--- config.mk ---
export PLATFORM = sky130hd
export DESIGN_NAME = uart_imem_loader_flat
export DESIGN_NICKNAME = d
export VERILOG_FILES = /design/src/rtl/loader_pkg.sv /design/src/rtl/uart_imem_loader_if.sv /design/src/rtl/uart_imem_loader.sv /design/src/flat_wrapper.sv
export SDC_FILE = /design/constraint.sdc
export NUM_CORES = 1
export LEC_CHECK = 0
export ABC_AREA = 1
export BUFFER_PORTS_ARGS = -buffer_cell sky130_fd_sc_hd__buf_2
export CORE_MARGIN = 3
export CORE_UTILIZATION = 40
export CTS_CLUSTER_SIZE = 12
export DETAILED_ROUTE_END_ITERATION = 8
export SLEW_MARGIN = 20
export SYNTH_ARGS = -nofsm -noshare
export SYNTH_HDL_FRONTEND = slang
export SYNTH_SLANG_ARGS = --single-unit
export TNS_END_PERCENT = 50
--- constraint.sdc ---
create_clock -name clk -period 2.25 [get_ports clk]
set_clock_uncertainty 0.1 [all_clocks]
set_input_delay 0.1125 -clock clk [delete_from_list [all_inputs] [get_ports clk]]
set_output_delay 0.1125 -clock clk [all_outputs]
set_load 0.01 [all_outputs]
--- src/rtl/loader_pkg.sv ---
// rtl/loader_pkg.sv - shared state encoding and default sizing for the boot loader
package loader_pkg;

  localparam int ADDR_W_DEFAULT = 10;

  typedef enum logic [2:0] {
    IDLE,
    LEN,
    DATA,
    DONE,
    ERR
  } loader_state_t;

endpackage

--- src/rtl/uart_imem_loader_if.sv ---
// rtl/uart_imem_loader_if.sv - received-byte stream in, instruction-memory write port out
interface uart_imem_loader_if
  import loader_pkg::*;
#(
  parameter int ADDR_W = ADDR_W_DEFAULT
);

  logic [7:0]        uart_serial;
  logic              rx_valid;
  logic              imem_we;
  logic [ADDR_W-1:0] imem_addr;
  logic [31:0]       imem_wdata;

  // master: UART receiver / memory side; slave: the loader itself
  modport master (
    output uart_serial, rx_valid,
    input  imem_we, imem_addr, imem_wdata
  );

  modport slave (
    input  uart_serial, rx_valid,
    output imem_we, imem_addr, imem_wdata
  );

endinterface

--- src/rtl/uart_imem_loader.sv ---
// rtl/uart_imem_loader.sv - length-prefixed UART image loader into instruction memory
module uart_imem_loader
  import loader_pkg::*;
#(
  parameter int ADDR_W = ADDR_W_DEFAULT
) (
  input  logic                 clk,
  input  logic                 rst,
  input  logic                 flash,
  uart_imem_loader_if.slave    bus,
  output logic                 core_hold,
  output logic                 done,
  output logic                 error
);

  localparam logic [32:0] DEPTH = 33'd1 << ADDR_W;

  loader_state_t     state_q, state_d;
  logic              flash_q;
  logic [1:0]        bcnt_q, bcnt_d;
  logic [ADDR_W:0]   wcnt_q, wcnt_d;
  logic [23:0]       shift_q, shift_d;
  logic [31:0]       len_q, len_d;
  logic              imem_we_q, imem_we_d;
  logic [ADDR_W-1:0] imem_addr_q, imem_addr_d;
  logic [31:0]       imem_wdata_q, imem_wdata_d;

  logic              flash_rise, flash_fall, byte_last;
  logic [31:0]       word;
  logic [ADDR_W:0]   wcnt_inc;

  always_comb begin
    flash_rise   = flash & ~flash_q;
    flash_fall   = ~flash & flash_q;
    byte_last    = bus.rx_valid && (bcnt_q == 2'd3);
    word         = {bus.uart_serial, shift_q};
    wcnt_inc     = wcnt_q + 1'b1;

    state_d      = state_q;
    bcnt_d       = bcnt_q;
    wcnt_d       = wcnt_q;
    shift_d      = shift_q;
    len_d        = len_q;
    imem_we_d    = 1'b0;
    imem_addr_d  = imem_addr_q;
    imem_wdata_d = imem_wdata_q;

    case (state_q)
      IDLE, DONE, ERR: begin
        // a byte arriving with the flash edge is dropped: counters restart from zero
        if (flash_rise) begin
          state_d = LEN;
          bcnt_d  = '0;
          wcnt_d  = '0;
          shift_d = '0;
          len_d   = '0;
        end
      end
      LEN: begin
        if (bus.rx_valid) begin
          shift_d = {bus.uart_serial, shift_q[23:8]};
          bcnt_d  = bcnt_q + 2'd1;
        end
        if (byte_last) begin
          len_d = word;
          if (word == 32'd0)                state_d = DONE;
          else if ({1'b0, word} > DEPTH)    state_d = ERR;
          else                              state_d = DATA;
        end
        if (flash_fall) state_d = ERR;
      end
      DATA: begin
        if (bus.rx_valid) begin
          shift_d = {bus.uart_serial, shift_q[23:8]};
          bcnt_d  = bcnt_q + 2'd1;
        end
        // a word completing on the abort edge is still written
        if (byte_last) begin
          imem_we_d    = 1'b1;
          imem_addr_d  = wcnt_q[ADDR_W-1:0];
          imem_wdata_d = word;
          wcnt_d       = wcnt_inc;
          if (32'(wcnt_inc) == len_q) state_d = DONE;
        end
        if (flash_fall) state_d = ERR;
      end
      default: state_d = IDLE;
    endcase
  end

  always_ff @(posedge clk or negedge rst) begin
    if (!rst) begin
      state_q      <= IDLE;
      flash_q      <= 1'b0;
      bcnt_q       <= '0;
      wcnt_q       <= '0;
      shift_q      <= '0;
      len_q        <= '0;
      imem_we_q    <= 1'b0;
      imem_addr_q  <= '0;
      imem_wdata_q <= '0;
    end else begin
      state_q      <= state_d;
      flash_q      <= flash;
      bcnt_q       <= bcnt_d;
      wcnt_q       <= wcnt_d;
      shift_q      <= shift_d;
      len_q        <= len_d;
      imem_we_q    <= imem_we_d;
      imem_addr_q  <= imem_addr_d;
      imem_wdata_q <= imem_wdata_d;
    end
  end

  assign bus.imem_we    = imem_we_q;
  assign bus.imem_addr  = imem_addr_q;
  assign bus.imem_wdata = imem_wdata_q;
  assign core_hold      = (state_q == LEN) || (state_q == DATA);
  assign done           = (state_q == DONE);
  assign error          = (state_q == ERR);

endmodule

--- src/flat_wrapper.sv ---
// flat-port wrapper written by rule: the top's interface ports become plain ports
module uart_imem_loader_flat import loader_pkg::*;
#(
  parameter int ADDR_W = ADDR_W_DEFAULT
)
  (clk, rst, flash, core_hold, done, error, bus_uart_serial, bus_rx_valid, bus_imem_we, bus_imem_addr, bus_imem_wdata);
  uart_imem_loader_if #(.ADDR_W(ADDR_W)) bus_i ();
  input  logic clk;
  input  logic rst;
  input  logic flash;
  output logic core_hold;
  output logic done;
  output logic error;
  input wire logic [$bits(bus_i.uart_serial)-1:0] bus_uart_serial;
  input wire logic [$bits(bus_i.rx_valid)-1:0] bus_rx_valid;
  output wire logic [$bits(bus_i.imem_we)-1:0] bus_imem_we;
  output wire logic [$bits(bus_i.imem_addr)-1:0] bus_imem_addr;
  output wire logic [$bits(bus_i.imem_wdata)-1:0] bus_imem_wdata;
  assign bus_i.uart_serial = bus_uart_serial;
  assign bus_i.rx_valid = bus_rx_valid;
  assign bus_imem_we = bus_i.imem_we;
  assign bus_imem_addr = bus_i.imem_addr;
  assign bus_imem_wdata = bus_i.imem_wdata;
  uart_imem_loader #(.ADDR_W(ADDR_W)) u_core (.clk(clk), .rst(rst), .flash(flash), .bus(bus_i), .core_hold(core_hold), .done(done), .error(error));
endmodule
Word-level counts from Yosys, hierarchy flattened --
Index checks and enable logic that the tools add are counted.
Cells by class: equal/unequal tests 13, multiplexer cells 23, magnitude comparators 1, add/subtract/negate cells 2, reduce and logical (&&, ||, !) cells 14, bitwise logic cells 4
Operator list (number):
- $mux W32 | 2
- $pmux W32 S2 | 1
- $mux W24 | 2
- $pmux W24 S2 | 1
- $eq A11 B32 Y1 | 1
- $gt A32 B11 Y1 const B | 1
- $logic_not A32 Y1 | 1
- $mux W3 | 8
- $mux W11 | 2
- $pmux W11 S2 | 1
- $add A11 B1 Y11 const B | 1
- $ne A3 B1 Y1 const B | 3
- $pmux W3 S3 | 1
- $reduce_and A3 Y1 | 3
- $ne A2 B1 Y1 const B | 4
- $eq A3 B2 Y1 const B | 2
- $reduce_bool A2 Y1 | 3
- $mux W2 | 2
- $pmux W2 S2 | 1
- $reduce_and A4 Y1 | 1
- $eq A3 B1 Y1 const B | 1
- $eq A3 B3 Y1 const B | 1
- $logic_not A3 Y1 | 1
- $reduce_or A3 Y1 | 1
- other kinds (9) | 12
Storage, ports and cells: logic and storage cells 66, register bits 116

Depth between registers and ports, before layout --
Gate-level depths: netlist of run 1.
depth in word-level cells 6, depth in mapped cells 14

Least setup slack after synthesis of run 1 --
No wires, ideal clock.
path type register to register, from register u_core.wcnt_q[0], to register u_core.state_q[1], setup time 0.117 ns, cell stages (with the launch flop) 15, path slack 0.387 ns, required time 2.033 ns, path buffers 0, data arrival time 1.646 ns, cell sequence dfrtp_1 > ha_1 > nand2_1 > nor2_1 > nand2_1 > nand2_1 > nand2_1 > nand2_1 > nand2_1 > nor2_1 > nand3_1 > nand2_1 > nand2_1 > nand2_1 > nand2_1
On the way: cells in the longest elaborated chain, start to end 4
RTL lines:
- start: declaration | line uart_imem_loader.sv:21 | logic [ADDR_W:0] wcnt_q, wcnt_d;
- start signal: assignment | line uart_imem_loader.sv:106 | wcnt_q <= wcnt_d;
- $add A11 B1 Y11 | line uart_imem_loader.sv:37 | wcnt_inc = wcnt_q + 1'b1;
- $eq A11 B32 Y1 | line uart_imem_loader.sv:83 | if (32'(wcnt_inc) == len_q) state_d = DONE;
- $ne A3 B1 Y1 (no source line)
- $reduce_and A4 Y1 (no source line)
- end signal: assignment | line uart_imem_loader.sv:103 | state_q <= state_d;
- end: declaration | line uart_imem_loader.sv:18 | loader_state_t state_q, state_d;
No other way between the ends. A chain may end at the register's enable or synchronous reset.

Worst setup path in the final report of run 1 --
from register u_core.state_q[0], to output core_hold
On the way: cells in the longest elaborated chain, start to end 2
RTL lines:
- $eq A3 B1 Y1 or $eq A3 B2 Y1 (tied branches) | line uart_imem_loader.sv:118 | assign core_hold = (state_q == LEN) || (state_q == DATA);
- $logic_or A1 B1 Y1 (*) | line uart_imem_loader.sv:118
- end: declaration | line flat_wrapper.sv:11 | output logic core_hold;
Mark *: on every way between the ends. The rest lies on a longest branch, timed or not.

==> reports/metrics.yaml, run 1 <==
sta:
  worst_slew_pin_slew_ns: 0.731
  fin_crit_ns: 2.09
  rsz0062_at_grt: "false"
  timing.final.crit_share: 0.930
  totalNegativeSetupSlack_ns: 0
  relSlewSlack: 0.513
  timing.fmax_mhz: 478
  final-setup-viol-count: 0
  slew_violations: 0
  finalHoldViolCount: 0
drt:
  routed_via_density: 5.04
  remaining_drc_errors: 0
  routed_wire_length_per_instance_um: 14.8
  detailroute.via_count: 4235
  ant_nets: 0
  drt_pass1_iterations: 4
  routed_wirelength_mm: 12.4
  drt-initial-drc-count: 216
critical_path:
  critical_path.endpoint_type: "primary output"
  worstSetupPathType: "register to primary output"
  critical-path-max-stage-delay_ns: 0.41
  worst_ep_arrival_time_ns: 1.88
  startpoint_type: "register"
  crit_slowest_cell: "sky130_fd_sc_hd__dfrtp_1"
  worstPathCellList: "inv_1 > nor2_1 > inv_2 > nor2_8 > inv_4 > nand2_8 > buf_4 > buf_2"
  r2r.worst_path.cells: 14
  timing.critical_path.fanout_max: 27
  worst-endpoint-required_ns: 2.04
final_layout:
  combined_area_of_the_multi_input_logic_cells_sq_um: 1850
  finish.net_count: 673
  layout.filler_cells: 1179
  register_area_sq_um: 2900
  drive_gt1_frac: 0.186
  num_antenna_cells: 0
  flow.area_growth_from_synthesis_pct: 23.9
global_route:
  grt_pass1_wl_mm: 20.8
  overflow: 0
  grt_use_total: 0.183
  largest_net_degree_at_the_start_of_global_routing: 57
  antenna_violations_before_repair: 0
  number_of_global_route_vias_before_repair: 4177
clock_tree:
  cts_made_buffers: 17
  path_clk_slew_ns: 0.05
  tritoncts_num_sinks: 116
  tritoncts: "yes"
  worstSkewPairLatency_ns: 0.41
  ctsHtreeMaxLevel: 4
  clockBufferDepth: 2
  cts_post_setup_buffers_inserted: 0
  ctsRootBufferMaster: "sky130_fd_sc_hd__clkbuf_16"
floorplan:
  cell_rows: 40
  die_w_um: 120
  start_util: 0.419
  dieHeight_um: 120
  top_level_ports: 58
  floorplan.die_area_sq_um: 14300
  floorplan.core_area_sq_um: 12300
run:
  maxCapViolCount: 0
logic_synthesis:
  synthesized_area_per_cell_sq_um: 8.83
  ys_ff_latch: 116
  netlist-cell-type-count: 35
  yosysTopAreaCellShare: 0.562
  synth_warnings: 0
  synthesis.area_sq_um: 5160
  ys_dominant_reg_cell: "sky130_fd_sc_hd__dfrtp_1"
  synth-seq-area-share: 0.562
  leading_post_synthesis_cells_by_cell_area: "sky130_fd_sc_hd__dfrtp_1 (56%), sky130_fd_sc_hd__nand2_1 (9.2%), sky130_fd_sc_hd__o21ai_0 (6.7%)"
  async_reset_ff_frac: 1.00
  synth_enable_flop_cells: 0
  syn_nets: 599
  number_of_cells_produced_by_synthesis: 585
  synth_largest_area_cell: "sky130_fd_sc_hd__dfrtp_1"
power:
  vdd_ir_drop_max_uv: 655
  p_leak_uw: 0.00308
  power_density_nw_per_um2: 1190
  p_total_uw: 7640
hold_path:
  timing.hold.worst.class: "input pin to asynchronous set/reset pin"
status:
  outcome: "finished, final reports clean"
place:
  dp_hpwl_mm: 8.59
  io_buffer_count: 57
  globalplace.congestion: 0.826
-- kinds of logic after synthesis --
logic type / after synthesis / share of synthesized area
buf+inv: 101 / 0.0819
xor+xnor: 1 / 0.00436
simple gates: 246 / 0.214
flops: 116 / 0.562
fa+ha+maj: 2 / 0.00485
compound gates: 119 / 0.133
-- Yosys cell counts, types with 3 or more instances --
cell type                    n
sky130_fd_sc_hd__nor2_4      3
sky130_fd_sc_hd__o22ai_1     8
sky130_fd_sc_hd__inv_1      67
sky130_fd_sc_hd__inv_2       7
sky130_fd_sc_hd__o31ai_1    17
sky130_fd_sc_hd__nand2_1   126
sky130_fd_sc_hd__buf_2       7
sky130_fd_sc_hd__nand3_1    64
sky130_fd_sc_hd__buf_4       4
sky130_fd_sc_hd__nand4_1    11
sky130_fd_sc_hd__clkbuf_1    9
sky130_fd_sc_hd__o21ai_1    17
sky130_fd_sc_hd__o21ai_0    69
sky130_fd_sc_hd__nor2_1     34
sky130_fd_sc_hd__dfrtp_1   116
-- metrics by stage --
step	std cells	hold slack, ns	cell area (sq um)	setup WS, ns	util
floorplan	585	-0.283	5160	0.387	-
global placement	797	0.109	5650	0.168	0.459
detailed placement	797	0.121	5650	0.0271	0.459
CTS	840	0.234	6380	0.0332	0.518
global route	840	0.289	6400	0.00202	0.520
finish	840	0.210	6400	0.158	0.520
-- critical path: cells and delay by family, from the launching register on --
family,cells,cell delay [ns]
buffers and inverters,5,0.75
DFF,1,0.41
and+or+nand+nor,3,0.31
-- cell type report --
type / instances / area share
timing repair buffer: 81 / 0.0813
clock buffer: 22 / 0.0741
inverter: 75 / 0.0444
sequential: 116 / 0.454
tap: 168 / 0.0329
multi-input combinational: 368 / 0.290
clock inverter: 10 / 0.0239
-- timing repair --
action | in CTS | in global routing
hold endpoints to repair | 78 | 0
setup endpoints to repair | 0 | 3
hold buffers | 11 | 0
resized for setup | 0 | 6
-- state kept, by name, summed over array words and instances, names as in the netlist --
register and cells:
u_core.flash_q 1, u_core.bus.imem_addr 10, u_core.shift_q 24, u_core.len_q 32, u_core.bus.imem_we 1, u_core.wcnt_q 11, u_core.bcnt_q 2, u_core.bus.imem_wdata 32
u_core.state_q 3
-- final timing paths --
check / from / slack, ns / end
min: rst / 0.21 / u_core.bus.imem_wdata[29]$_DFFE_PN0P_
max in group asynchronous: rst / 1.16 / u_core.shift_q[20]$_DFFE_PN0P_
max: u_core.state_q[0]$_DFFE_PN0P_ / 0.16 / core_hold
min in group clk: flash / 0.30 / u_core.flash_q$_DFF_PN0_
max reg2reg: u_core.wcnt_q[0]$_DFFE_PN0P_ / 0.16 / u_core.state_q[1]$_DFFE_PN0P_
min reg2reg: u_core.bus.imem_wdata[5]$_DFFE_PN0P_ / 0.37 / u_core.bus.imem_wdata[5]$_DFFE_PN0P_
-- power breakdown --
group	switching (uW)	total, uW	internal (uW)
sequential	251	2710	2460
combinational	1450	2080	631
clock	919	2850	1930
-- metal layers --
metal	share of wire	track usage	up-vias	routed length, um
met5	0	0	-	0
met4	0.022	0.0723	0	274
met3	0.044	0.0438	21	548
met2	0.45	0.282	109	5630
met1	0.48	0.251	2028	5960
li1	-	-	2077	-
-- cells in the final DEF, fill, tap and decap left out, drive strengths merged --
master,n
nand4,11
nand3b,1
nand2,128
o21ai,87
nor2,38
clkbuf,22
o21bai,1
clkinv,5
ha,2
dfrtp,116
bufinv,4
o21a,1
dlygate4sd3,11
inv,75
nor3,3
buf,70
o22ai,8
nand3,64
and2,1
xnor3,1
a21oi,4
o32ai,1
o31ai,17
clkinvlp,1
No activity file was read; power rests on OpenSTA's default activity.
==> inputs of run 2 (changes only) <==
--- a/config.mk
+++ b/config.mk
@@ -8,10 +8,9 @@
 export ABC_AREA = 1
 export BUFFER_PORTS_ARGS = -buffer_cell sky130_fd_sc_hd__buf_2
 export CORE_MARGIN = 3
-export CORE_UTILIZATION = 40
+export CORE_UTILIZATION = 45
 export CTS_CLUSTER_SIZE = 12
 export DETAILED_ROUTE_END_ITERATION = 8
-export SLEW_MARGIN = 20
 export SYNTH_ARGS = -nofsm -noshare
 export SYNTH_HDL_FRONTEND = slang
 export SYNTH_SLANG_ARGS = --single-unit
==> run 2 against run 1 <==
Count of clock-buffer cells in the layout is 4 lower. Combinational power barely moved. Routed wire length fell by 1.3%. Clock power down 6%. First-iteration DRC count grew 24%. Total power fell by 2.1%. Setup slack improved by 0.0018 ns. Core utilization increased by 5.5 points. Cell count fell by 3.5%. Register-to-register slack about the same. Sequential share of layout area is 0.44 points higher. Maximum frequency hardly changed.
==> reports/metrics.yaml, run 2 (synthesis gave the netlist of run 1 again) <==
status:
  outcome: "finished, final reports clean"  # unchanged
final_layout:
  final-instance-count-excl-fill: 811  # was 840
  num_antenna_cells: 0  # unchanged
  layout.filler_cells: 1015  # was 1179
  layout_commonest_cell: "sky130_fd_sc_hd__nand2_1"  # unchanged
  flow.area_growth_from_synthesis_pct: 22.7  # was 23.9%
  most-common-layout-cells: "sky130_fd_sc_hd__nand2_1 (124), sky130_fd_sc_hd__dfrtp_1 (116), sky130_fd_sc_hd__o21ai_0 (69)"  # was sky130_fd_sc_hd__nand2_1 (125), sky130_fd_sc_hd__dfrtp_1 (115), sky130_fd_sc_hd__o21ai_0 (69)
  drive_gt1_frac: 0.188  # was 0.186
  finish.net_count: 672  # was 673
clock_tree:
  tritoncts: "yes"  # unchanged
  path_clk_slew_ns: 0.05  # about the same
  tritoncts_num_sinks: 116  # unchanged
  ctsHtreeMaxLevel: 4  # unchanged
  worstSkewPairLatency_ns: 0.41  # about the same
  ctsRootBufferMaster: "sky130_fd_sc_hd__clkbuf_16"  # unchanged
  cts_made_buffers: 17  # unchanged
  clockBufferDepth: 2  # unchanged
sta:
  worst_slew_pin_slew_ns: 0.463  # was 0.731 ns
  fin_crit_ns: 2.09  # about the same
  finalHoldViolCount: 0  # unchanged
  timing.fmax_mhz: 478  # about the same
  totalNegativeSetupSlack_ns: 0  # unchanged
  rsz0062_at_grt: "false"  # unchanged
  final-setup-viol-count: 0  # unchanged
  slew_violations: 0  # unchanged
  timing.final.crit_share: 0.929  # was 0.930
  relSlewSlack: 0.690  # was 0.513
critical_path:
  cp_num_buf_inv: 5  # unchanged
  startpoint_type: "register"  # unchanged
  worst_ep_arrival_time_ns: 1.88  # about the same
  r2r_end: "u_core.state_q[1]$_DFFE_PN0P_"  # unchanged
  r2r.worst_path.cells: 14  # unchanged
  worst-endpoint-required_ns: 2.04  # about the same
  critical-path-max-stage-delay_ns: 0.42  # was 0.41 ns
  worstPathCellList: "inv_1 > nor2_1 > inv_2 > nor2_8 > inv_4 > nand2_8 > buf_4 > buf_2"  # unchanged
  crit_slowest_cell: "sky130_fd_sc_hd__dfrtp_1"  # unchanged
  critical_path.endpoint_type: "primary output"  # unchanged
  critical_path.reg2reg.startpoint: "u_core.wcnt_q[0]$_DFFE_PN0P_"  # unchanged
  timing.critical_path.max_delay_family: "buffers and inverters"  # unchanged
  worstSetupPathType: "register to primary output"  # unchanged
  timing.critical_path.fanout_max: 27  # unchanged
  timing.reg2reg.setup_slack_ns: 0.17  # was 0.16 ns
floorplan:
  top_level_ports: 58  # unchanged
  dieHeight_um: 113  # was 120 um
  start_util: 0.468  # was 0.419
  cell_rows: 38  # was 40
  floorplan.core_area_sq_um: 11000  # was 12300 sq um
  floorplan.die_area_sq_um: 12800  # was 14300 sq um
  die_w_um: 113  # was 120 um
drt:
  drt-initial-drc-count: 268  # was 216
  routed_wire_length_per_instance_um: 15.1  # was 14.8 um
  routed_via_density: 5.16  # was 5.04
  drt_pass1_iterations: 5  # was 4
  remaining_drc_errors: 0  # unchanged
  ant_nets: 0  # unchanged
  detailroute.via_count: 4181  # was 4235
  routed_wirelength_mm: 12.3  # was 12.4 mm
global_route:
  groute.layer.met3.usage: 0.0529  # was 0.0438
  largest_net_degree_at_the_start_of_global_routing: 74  # was 57
  number_of_global_route_vias_before_repair: 4094  # was 4177
  overflow: 0  # unchanged
  grt.met2_usage: 0.312  # was 0.282
  grt_pass1_wl_mm: 20.9  # was 20.8 mm
  grt_util_met1: 0.293  # was 0.251
  grt_use_total: 0.207  # was 0.183
  antenna_violations_before_repair: 0  # unchanged
  top_usage_layer: "met2"  # unchanged
hold_path:
  hold_depth: 4
  timing.hold.worst.class: "input pin to register"  # was input pin to asynchronous set/reset pin
  hp-start: "bus_rx_valid"
  min_delay_worst_endpoint: "u_core.shift_q[1]$_DFFE_PN0P_"
power:
  p_leak_uw: 0.00305  # was 0.00308 uW
  power_density_nw_per_um2: 1180  # was 1190 nW/um^2
  vdd_ir_drop_max_uv: 584  # was 655 uV
run:
  maxCapViolCount: 0  # unchanged
place:
  io_buffer_count: 57  # unchanged
  placed_insts: 767  # was 797
  globalplace.congestion: 0.853  # was 0.826
  dp_hpwl_mm: 8.39  # was 8.59 mm
[run 2: worst min-delay path, cell delays in order]
cell and delay (ns):
sky130_fd_sc_hd__buf_2 0.11, sky130_fd_sc_hd__o21ai_2 0.17, sky130_fd_sc_hd__a21oi_4 0.06, sky130_fd_sc_hd__o21ai_0 0.13
[run 2: through the flow]
| stage | util | hold slack [ns] | cell area, sq um | worst slack (ns) | total power (uW) |
|---|---|---|---|---|---|
| global placement | 0.508 | -0.133 | 5610 | 0.165 | 4760 |
| CTS | 0.572 | 0.106 | 6310 | 0.0436 | 7530 |
| global route | 0.574 | 0.154 | 6330 | 0.0100 | 7940 |
| detailed placement | 0.508 | -0.128 | 5610 | 0.0541 | 4810 |
| floorplan | - | -0.283 | 5160 | 0.387 | 4190 |
| finish | 0.574 | 0.120 | 6330 | 0.160 | 7480 |
[run 2: power breakdown]
| part | switching [uW] | internal [uW] | total [uW] |
|---|---|---|---|
| Sequential | 264 | 2460 | 2720 |
| Combinational | 1440 | 640 | 2080 |
| Clock | 1010 | 1670 | 2680 |
[run 2: metal layers]
layer / share of wire / wire length (um) / vias up
met3: 0.048 / 589 / 14
met1: 0.48 / 5830 / 1992
met5: 0 / 0 / -
met2: 0.46 / 5640 / 105
li1: - / - / 2070
met4: 0.015 / 189 / 0
[run 2: worst max path at each step]
stage               slack, ns                     startpoint  cells past startpoint                             to
finish                   0.16  u_core.state_q[0]$_DFFE_PN0P_                      8                      core_hold
global route             0.01   u_core.wcnt_q[0]$_DFFE_PN0P_                     14  u_core.state_q[2]$_DFFE_PN0P_
CTS                      0.04   u_core.wcnt_q[0]$_DFFE_PN0P_                     14  u_core.state_q[1]$_DFFE_PN0P_
detailed placement       0.05   u_core.wcnt_q[0]$_DFFE_PN0P_                     14  u_core.state_q[1]$_DFFE_PN0P_
global placement         0.17   u_core.wcnt_q[0]$_DFFE_PN0P_                     14  u_core.state_q[1]$_DFFE_PN0P_
floorplan                0.39   u_core.wcnt_q[0]$_DFFE_PN0P_                     14  u_core.state_q[1]$_DFFE_PN0P_
[run 2: cell type report]
| class | instances | area [sq um] | area share |
|---|---|---|---|
| clock buffers | 18 | 439 | 0.0693 |
| clock inverters | 14 | 153 | 0.0241 |
| inverters | 75 | 284 | 0.0448 |
| multi-input cells | 368 | 1860 | 0.293 |
| flip-flops and latches | 116 | 2900 | 0.458 |
| well taps | 140 | 175 | 0.0277 |
| repair buffers | 80 | 526 | 0.0830 |
[run 2: what timing repair did]
action / in CTS / in global routing
setup endpoints to repair: 0 / 3
hold buffers: 11 / 0
setup buffers: 0 / 1
hold endpoints to repair: 141 / 0
gates resized for setup: 0 / 6
